===== config.mk =====
export PLATFORM = sky130hd
export DESIGN_NAME = pll_sequencer_flat
export DESIGN_NICKNAME = d
export VERILOG_FILES = /design/src/rtl/pll_sequencer_if.sv /design/src/rtl/pll_sequencer.sv /design/src/flat_wrapper.sv
export SDC_FILE = /design/constraint.sdc
export NUM_CORES = 1
export LEC_CHECK = 0
export CAP_MARGIN = 20
export CELL_PAD_IN_SITES_DETAIL_PLACEMENT = 0
export CELL_PAD_IN_SITES_GLOBAL_PLACEMENT = 2
export CORE_MARGIN = 1
export CORE_UTILIZATION = 41
export CTS_BUF_LIST = sky130_fd_sc_hd__clkbuf_8
export DETAILED_ROUTE_END_ITERATION = 10
export GPL_ROUTABILITY_DRIVEN = 0
export HOLD_SLACK_MARGIN = 0.15
export PLACE_DENSITY = 0.83
export SLEW_MARGIN = 20
export SYNTH_ARGS = -nofsm -noshare
export SYNTH_HDL_FRONTEND = slang
export SYNTH_SLANG_ARGS = --single-unit

===== constraint.sdc =====
create_clock -name clk -period 4.3 [get_ports clk]
set_input_delay 0.43 -clock clk [delete_from_list [all_inputs] [get_ports clk]]
set_output_delay 0.43 -clock clk [all_outputs]
set_load 0.01 [all_outputs]

===== src/rtl/pll_sequencer_if.sv =====
// rtl/pll_sequencer_if.sv - control/status bundle between a PLL sequencer and its user
//
// Purpose: groups the sequencing request, raw PLL lock and all sequencer outputs.
// Signals:
//   enable      - sequencing request, synchronous to clk
//   locked      - raw PLL lock indication, asynchronous
//   pll_resetn  - PLL RESETB drive, 0 holds the PLL in reset
//   sys_reset   - active-high reset for the PLL output domain
//   ready       - PLL locked, stable and released
//   fault       - retries exhausted
//   retry_count - failed lock attempts in the current sequence
//   lol_count   - saturating loss-of-lock events seen in RUN
//   state       - current sequencer state code
// Modports: master drives enable/locked, slave (the sequencer) drives the rest.

interface pll_sequencer_if;
   logic       enable;
   logic       locked;
   logic       pll_resetn;
   logic       sys_reset;
   logic       ready;
   logic       fault;
   logic [3:0] retry_count;
   logic [7:0] lol_count;
   logic [2:0] state;

   modport master (
      output enable, locked,
      input  pll_resetn, sys_reset, ready, fault, retry_count, lol_count, state
   );

   modport slave (
      input  enable, locked,
      output pll_resetn, sys_reset, ready, fault, retry_count, lol_count, state
   );
endinterface


===== src/rtl/pll_sequencer.sv =====
// rtl/pll_sequencer.sv - PLL reset, lock-wait, stabilisation and release sequencer
//
// Purpose: holds the PLL in reset, waits for lock with a timeout and bounded
// retries, requires a stable lock window before releasing the output domain,
// and restarts the PLL on loss of lock while counting such events.
// Ports:
//   clk   - PLL reference clock, sole clock
//   reset - asynchronous active-high reset
//   bus   - pll_sequencer_if slave: enable/locked in, status and controls out

module pll_sequencer #(
   parameter int RESET_CYCLES  = 16,
   parameter int LOCK_TIMEOUT  = 65535,
   parameter int STABLE_CYCLES = 1024,
   parameter int MAX_RETRIES   = 3
) (
   input logic            clk,
   input logic            reset,
   pll_sequencer_if.slave bus
);

   typedef enum logic [2:0] {
      IDLE      = 3'd0,
      PLL_RST   = 3'd1,
      WAIT_LOCK = 3'd2,
      STABLE    = 3'd3,
      RUN       = 3'd4,
      FAULT     = 3'd5
   } state_t;

   // Counter values on the last cycle of each timed state (counter starts at 0 on entry).
   localparam logic [31:0] RST_LAST     = 32'(RESET_CYCLES - 1);
   localparam logic [31:0] TIMEOUT_LAST = 32'(LOCK_TIMEOUT - 1);
   localparam logic [31:0] STABLE_LAST  = 32'(STABLE_CYCLES - 1);
   localparam logic [3:0]  RETRY_LIMIT  = 4'(MAX_RETRIES);

   logic        sync1_q, sync2_q;
   logic        locked_s;
   state_t      state_q, state_d;
   logic [31:0] cnt_q, cnt_d;
   logic [3:0]  retry_q, retry_d;
   logic [3:0]  retry_inc;
   logic [7:0]  lol_q, lol_d;

   assign locked_s = sync2_q;

   always_ff @(posedge clk or posedge reset) begin
      if (reset) begin
         sync1_q <= 1'b0;
         sync2_q <= 1'b0;
         state_q <= IDLE;
         cnt_q   <= '0;
         retry_q <= '0;
         lol_q   <= '0;
      end else begin
         sync1_q <= bus.locked;
         sync2_q <= sync1_q;
         state_q <= state_d;
         cnt_q   <= cnt_d;
         retry_q <= retry_d;
         lol_q   <= lol_d;
      end
   end

   always_comb begin
      state_d   = state_q;
      retry_d   = retry_q;
      lol_d     = lol_q;
      retry_inc = retry_q + 4'd1;

      if (!bus.enable) begin
         state_d = IDLE;
         retry_d = '0;
      end else begin
         case (state_q)
            IDLE: state_d = PLL_RST;
            PLL_RST: begin
               if (cnt_q >= RST_LAST) state_d = WAIT_LOCK;
            end
            WAIT_LOCK: begin
               if (locked_s) begin
                  state_d = STABLE;
               end else if (cnt_q >= TIMEOUT_LAST) begin
                  retry_d = retry_inc;
                  state_d = (retry_inc < RETRY_LIMIT) ? PLL_RST : FAULT;
               end
            end
            STABLE: begin
               // A single unlocked cycle restarts the lock wait without costing a retry.
               if (!locked_s) begin
                  state_d = WAIT_LOCK;
               end else if (cnt_q >= STABLE_LAST) begin
                  state_d = RUN;
                  retry_d = '0;
               end
            end
            RUN: begin
               if (!locked_s) begin
                  state_d = PLL_RST;
                  if (lol_q != 8'hFF) lol_d = lol_q + 8'd1;
               end
            end
            FAULT: state_d = FAULT;
            default: state_d = IDLE;
         endcase
      end

      // Counter restarts on every state change and saturates instead of wrapping.
      if (!bus.enable || (state_d != state_q)) begin
         cnt_d = '0;
      end else if (cnt_q != 32'hFFFF_FFFF) begin
         cnt_d = cnt_q + 32'd1;
      end else begin
         cnt_d = cnt_q;
      end
   end

   assign bus.pll_resetn  = (state_q == WAIT_LOCK) || (state_q == STABLE) || (state_q == RUN);
   assign bus.sys_reset   = (state_q != RUN);
   assign bus.ready       = (state_q == RUN);
   assign bus.fault       = (state_q == FAULT);
   assign bus.retry_count = retry_q;
   assign bus.lol_count   = lol_q;
   assign bus.state       = state_q;

endmodule


===== src/flat_wrapper.sv =====
// flat-port wrapper written by rule: the top's interface ports become plain ports
module pll_sequencer_flat 
#(
   parameter int RESET_CYCLES  = 16,
   parameter int LOCK_TIMEOUT  = 65535,
   parameter int STABLE_CYCLES = 1024,
   parameter int MAX_RETRIES   = 3
)
  (clk, reset, bus_enable, bus_locked, bus_pll_resetn, bus_sys_reset, bus_ready, bus_fault, bus_retry_count, bus_lol_count, bus_state);
  pll_sequencer_if bus_i ();
  input logic clk;
  input logic reset;
  input wire logic [$bits(bus_i.enable)-1:0] bus_enable;
  input wire logic [$bits(bus_i.locked)-1:0] bus_locked;
  output wire logic [$bits(bus_i.pll_resetn)-1:0] bus_pll_resetn;
  output wire logic [$bits(bus_i.sys_reset)-1:0] bus_sys_reset;
  output wire logic [$bits(bus_i.ready)-1:0] bus_ready;
  output wire logic [$bits(bus_i.fault)-1:0] bus_fault;
  output wire logic [$bits(bus_i.retry_count)-1:0] bus_retry_count;
  output wire logic [$bits(bus_i.lol_count)-1:0] bus_lol_count;
  output wire logic [$bits(bus_i.state)-1:0] bus_state;
  assign bus_i.enable = bus_enable;
  assign bus_i.locked = bus_locked;
  assign bus_pll_resetn = bus_i.pll_resetn;
  assign bus_sys_reset = bus_i.sys_reset;
  assign bus_ready = bus_i.ready;
  assign bus_fault = bus_i.fault;
  assign bus_retry_count = bus_i.retry_count;
  assign bus_lol_count = bus_i.lol_count;
  assign bus_state = bus_i.state;
  pll_sequencer #(.RESET_CYCLES(RESET_CYCLES), .LOCK_TIMEOUT(LOCK_TIMEOUT), .STABLE_CYCLES(STABLE_CYCLES), .MAX_RETRIES(MAX_RETRIES)) u_core (.clk(clk), .reset(reset), .bus(bus_i));
endmodule

==> flow_summary.json, run 1 <==
{
  "hold_violations": 0,
  "core_um2": 6460,
  "drt-initial-drc-count": 107,
  "num_io_pins": 23,
  "endpoint_kind": "flip-flop",
  "tightest_slew_ps": 977,
  "clk_latency_ps": 310,
  "avgSynthCellArea_um2": 9.64,
  "synthArstFlopShare_pct": 100,
  "synthTopCellsByArea": "dfrtp_1 (44%), xor2_1 (6.9%), nor2_1 (5.8%), xnor2_1 (5.0%), nand2_1 (3.5%)",
  "die_h_um": 84.3,
  "cts_setup_buffers": 0,
  "die_w_um": 84.3,
  "synth_top_area_share_pct": 44.2,
  "slew_violations": 0,
  "antenna_found_initial": 0,
  "synth_edf_count": 0,
  "min_to": "u_core.locked_s",
  "crit_type": "reg -> reg",
  "drt-wirelength-per-cell_um": 14.3,
  "worst_hold_slack_ps": 354,
  "cts.path.max_buffers": 2,
  "path_clk_slew_ps": 90,
  "reg2reg_to": "u_core.cnt_q[31]",
  "cts_root_buffer": "clkbuf_8",
  "r2r_start": "u_core.cnt_q[1]",
  "track_usage_pct": 17.1,
  "r2r_slack_ps": 1370,
  "vdd_ir_drop_max_mv": 0.165,
  "syn_nets": 297,
  "setup-tns-final_ps": 0,
  "io_buffers": 22,
  "cts_hold_buffers": 0,
  "ys_types": 50,
  "seq_area_frac_synth_pct": 44.2,
  "fmax_ghz": 0.342,
  "drive_gt1_share_pct": 11.5,
  "drv_cap": 0,
  "dr.pass1.iters": 7,
  "finalCritPeriodShare_pct": 68.1,
  "violations": "design-rule violations",
  "hold_path_class": "reg -> reg",
  "vias_per_cell": 5.30,
  "syn_to_final_growth_pct": 14.1,
  "period_minus_slack_ps": 2930,
  "grt-ovfl-total": 0,
  "yosys_warnings": 0,
  "synth.largest_area_cell": "dfrtp_1",
  "rows": 29,
  "ys_top_cells_by_count": "dfrtp_1 (49), nor2_1 (43), nand2_1 (26), xor2_1 (22), xnor2_1 (16)",
  "cts_tree": "built",
  "yosys_most_used_dff": "dfrtp_1",
  "grt_pass1_wl_mm": 9.67,
  "reg2reg_depth": 8,
  "antennaDiodeCount": 0,
  "grt_max_degree": 50,
  "start_util_pct": 43.0,
  "fin_skew_ps": 11.9,
  "remaining_drc_errors": 10,
  "syn_inst": 288,
  "fill_cells": 615,
  "htreeDepth": 2,
  "vias": 2066,
  "synth-seq-cells": 49,
  "leakagePower_nw": 1.37,
  "p_per_area_nw_per_um2": 266,
  "crit_fanout": 32,
  "hpwl_mm": 3.90,
  "clock-sinks": 49,
  "nets": 321,
  "post_cts_resized": 0,
  "ant_nets": 0,
  "worst_setup_path_start_kind": "flip-flop",
  "crit_required_ps": 4460,
  "status": "complete, but fails checks",
  "synthesis.area_um2": 2780,
  "yosysMostFrequentCell": "dfrtp_1",
  "whs_path_depth": 0,
  "hold_path.startpoint": "u_core.sync1_q",
  "die-area_um2": 7100,
  "drt-total-wl_mm": 5.58,
  "rsz0062_at_grt": "no",
  "grt_pass1_vias": 1992,
  "setup_viol": 0,
  "slew-limit-headroom_pct": 34.6,
  "numCtsBuffers": 5,
  "arrival_ps": 3090
}
metrics by stage:
step / worst slack [ps] / power (mW) / cell area [µm²] / instances / utilization [%]
floorplan: 2130 / 0.502 / 2780 / 288 / -
finish: 1370 / 0.841 / 3170 / 390 / 49.0
global route: 1090 / 0.874 / 3170 / 390 / 49.0
global placement: 1460 / 0.511 / 3050 / 382 / 47.2
detailed placement: 1330 / 0.512 / 3050 / 382 / 47.2
CTS: 1300 / 0.852 / 3160 / 390 / 49.0
placed cells by master (no fill, tap or decap), drive strengths merged, types with 2 or more instances in the layout:
| cell type | count |
|---|---|
| nor2 | 52 |
| dfrtp | 49 |
| nand2 | 26 |
| xor2 | 22 |
| clkdlybuf4s50 | 22 |
| xnor2 | 16 |
| nand4 | 16 |
| nand3 | 13 |
| inv | 12 |
| nor3 | 10 |
| nor4 | 9 |
| o21ai | 6 |
| ha | 5 |
| clkbuf | 5 |
| and3 | 5 |
| a31oi | 4 |
| nor3b | 4 |
| a21o | 3 |
| or2 | 3 |
| o311ai | 2 |
| nand2b | 2 |
| o211a | 2 |
| nor2b | 2 |
| mux2i | 2 |
| a21oi | 2 |
| and2b | 2 |
| or3b | 2 |
| clkinv | 2 |
worst max-delay path by stage:
stage / cells after the start / startpoint / end / slack (ps)
6_report: 8 / u_core.cnt_q[1] / u_core.cnt_q[31] / 1370
5_1_grt: 8 / u_core.cnt_q[1] / u_core.cnt_q[31] / 1090
4_1_cts: 8 / u_core.cnt_q[1] / u_core.cnt_q[31] / 1300
3_5_place_dp: 8 / u_core.cnt_q[1] / u_core.cnt_q[31] / 1330
3_3_place_gp: 8 / u_core.cnt_q[1] / u_core.cnt_q[3] / 1460
2_1_floorplan: 8 / u_core.cnt_q[0] / u_core.cnt_q[19] / 2130
power breakdown:
group	leakage, nW	internal, mW	switching (mW)	total, mW
Sequential	0.677	0.463	0.00470	0.468
Clock	0.0543	0.174	0.166	0.340
Combinational	0.636	0.00906	0.0245	0.0335
Total	1.37	0.646	0.195	0.841
flip-flops by register name (all words and copies together) (netlist names):
signal / flops
u_core.sync1_q: 1
u_core.bus.lol_count: 8
u_core.cnt_q: 32
u_core.locked_s: 1
u_core.bus.state: 3
u_core.bus.retry_count: 4
per-layer routing:
| metal | wire length, µm | track usage, % | up-vias |
|---|---|---|---|
| li1 | - | - | 1049 |
| met1 | 2710 | 22.8 | 982 |
| met2 | 2640 | 28.5 | 31 |
| met3 | 175 | 2.95 | 4 |
| met4 | 59 | 5.17 | 0 |
| met5 | 0 | 0 | - |
final cells by class:
| cell class | instances | area, µm² | share of cell area, % |
|---|---|---|---|
| clock buffer | 5 | 68.8 | 2.17 |
| clock inverter | 3 | 46.3 | 1.46 |
| inverter | 13 | 50.0 | 1.58 |
| multi-input combinational | 221 | 1460 | 46.0 |
| sequential | 49 | 1230 | 38.7 |
| tap | 77 | 96.3 | 3.04 |
| timing repair buffer | 22 | 220 | 6.96 |
cells by family after synthesis:
logic type / after synthesis / synth area share [%]
AO/OA/AOI/OAI: 26 / 7.84
XOR/XNOR: 38 / 12.0
adder cells (fa/ha/maj): 5 / 2.25
buffers and inverters: 18 / 3.29
flip-flops: 49 / 44.2
multiplexers: 3 / 1.13
AND/OR/NAND/NOR: 149 / 29.3
critical path: stages, from the launching register on:
cell and delay [ps]:
dfrtp_1 450, ha_1 200, nand3_1 200, nor3_2 400, nor3_1 110, a32o_1 300
and2b_2 220, o211ai_4 760, nor2_1 130
Power figures use the tool's default switching activity.
==> run 2, diff against run 1 <==
--- a/config.mk
+++ b/config.mk
@@ -9,12 +9,12 @@
 export CELL_PAD_IN_SITES_DETAIL_PLACEMENT = 0
 export CELL_PAD_IN_SITES_GLOBAL_PLACEMENT = 2
 export CORE_MARGIN = 1
-export CORE_UTILIZATION = 41
+export CORE_UTILIZATION = 35
 export CTS_BUF_LIST = sky130_fd_sc_hd__clkbuf_8
 export DETAILED_ROUTE_END_ITERATION = 10
 export GPL_ROUTABILITY_DRIVEN = 0
 export HOLD_SLACK_MARGIN = 0.15
-export PLACE_DENSITY = 0.83
+export PLACE_DENSITY = 0.75
 export SLEW_MARGIN = 20
 export SYNTH_ARGS = -nofsm -noshare
 export SYNTH_HDL_FRONTEND = slang
==> constraint.sdc (replaced) <==
create_clock -name clk -period 2.5 [get_ports clk]
set_input_delay 0.25 -clock clk [delete_from_list [all_inputs] [get_ports clk]]
set_output_delay 0.25 -clock clk [all_outputs]
set_load 0.01 [all_outputs]
==> run 2 against run 1 <==
Against the previous run: fmax up 28%; the flow now finishes without violations; critical endpoint is now u_core.cnt_q[28]; highest routed layer unchanged; largest cell class unchanged; clock-buffer cell count did not move; worst setup slack lost 1200 ps.
==> flow_summary.json, run 2 (synthesis gave the netlist of run 1 again) <==
{
  "setup_viol": 0,
  "track_usage_pct": 15.2,
  "power_mw": 1.33,
  "num_io_pins": 23,
  "crit_start": "u_core.cnt_q[27]",
  "seq_area_um2": 1230,
  "cts_root_buffer": "clkbuf_8",
  "cts_tree": "built",
  "grt_pass1_wl_mm": 9.99,
  "critPathCapture": "u_core.cnt_q[28]",
  "syn_to_final_growth_pct": 23.1,
  "drive_gt1_share_pct": 19.1,
  "fmax_ghz": 0.436,
  "slew_violations": 0,
  "multiInputGateArea_um2": 1470,
  "finalCritPeriodShare_pct": 91.8,
  "status": "complete, no violations",
  "r2r_start": "u_core.cnt_q[27]",
  "fin_skew_ps": 3.61,
  "vias": 2177,
  "vdd_ir_drop_max_mv": 0.172,
  "setup-tns-final_ps": 0,
  "antennaDiodeCount": 0,
  "drt-total-wl_mm": 5.84,
  "grt_max_degree": 21,
  "rows": 32,
  "fill_cells": 769,
  "drt-wirelength-per-cell_um": 13.2,
  "regMostFlops": "u_core.cnt_q",
  "final_cells": 443,
  "path_clk_slew_ps": 90,
  "numCtsBuffers": 5,
  "vias_per_cell": 4.91,
  "antenna_found_initial": 0,
  "tightest_slew_ps": 449,
  "hpwl_mm": 4.39,
  "arrival_ps": 2490,
  "start_util_pct": 36.1,
  "drv_cap": 0,
  "final_cell_mix": "dfrtp_1 (49), nor2_1 (43), nand2_1 (26), buf_4 (26)",
  "die-area_um2": 8290,
  "drt-initial-drc-count": 52,
  "dr.pass1.iters": 4,
  "io_buffers": 22,
  "p_per_area_nw_per_um2": 389,
  "ant_nets": 0,
  "die_w_um": 91.0,
  "cts.path.max_buffers": 2,
  "clock-sinks": 49,
  "slew-limit-headroom_pct": 70.0,
  "core_um2": 7690,
  "largest_reg_flops": 32,
  "die_h_um": 91.0,
  "remaining_drc_errors": 0,
  "endpoint_kind": "flip-flop",
  "r2r_slack_ps": 210,
  "final_common_cell": "dfrtp_1",
  "period_minus_slack_ps": 2290,
  "grt-ovfl-total": 0,
  "reg2reg_depth": 9,
  "leakagePower_nw": 1.51,
  "crit_required_ps": 2690,
  "nets": 349,
  "htreeDepth": 2,
  "grt_pass1_vias": 2040,
  "rsz0062_at_grt": "no",
  "crit_type": "reg -> reg",
  "crit_fanout": 16,
  "dp_cells": 434,
  "hold_violations": 0,
  "clk_latency_ps": 300,
  "reg2reg_to": "u_core.cnt_q[28]",
  "hold_path_class": "in -> async",
  "worst_setup_path_start_kind": "flip-flop"
}
==> run 2: worst min-delay path by stage <==
stage                     slack, ps  depth (start not counted)            from         endpoint
after floorplan                 280                          0      bus_locked   u_core.sync1_q
after global routing            330                          2           reset  u_core.cnt_q[5]
after global placement          330                          0  u_core.sync1_q  u_core.locked_s
after detailed placement        340                          0  u_core.sync1_q  u_core.locked_s
final                           270                          2           reset  u_core.cnt_q[7]
after CTS                       280                          2           reset  u_core.cnt_q[5]
==> run 2: per-layer routing <==
metal / global-route usage, % / vias up / part of all wire (%)
met1: 20.0 / 1045 / 48
met4: 5.03 / 0 / 1.2
met3: 2.68 / 5 / 2.7
met2: 25.3 / 30 / 48
li1: - / 1097 / -
met5: 0 / - / 0
==> run 2: critical path, cell delays in order, from the launching register on <==
cell and delay, ps:
dfrtp_1 440, nor4_2 320, nand4_1 130, buf_4 190, o311ai_2 310, a32o_1 230
o2111ai_2 160, o211ai_4 160, buf_12 190, nor2_1 60
==> run 2: cell type report <==
type	instances	area share (%)
clock buffers	5	2.01
clock inverters	3	0.440
inverters	13	1.43
multi-input cells	221	43.2
flip-flops and latches	49	35.9
well taps	102	3.74
repair buffers	50	13.3
==> run 2: power by group <==
part	leakage [nW]	switching, mW	internal (mW)
combinational	0.791	0.0481	0.0291
clock	0.0467	0.258	0.190
sequential	0.677	0.00569	0.796
==> run 2: stage by stage <==
stage	setup WS, ps	utilization, %	area (µm²)	hold slack (ps)
after detailed placement	119	43.0	3310	337
after CTS	99.8	44.1	3390	285
after global placement	148	43.0	3310	335
final	205	44.4	3420	273
after floorplan	328	-	2780	281
after global routing	14.8	44.4	3420	330
==> run 2: repair_timing <==
action,4_1_cts,5_1_grt
hold buffers,0,0
setup endpoints to repair,0,33
resized for setup,0,3
buffers inserted,0,1
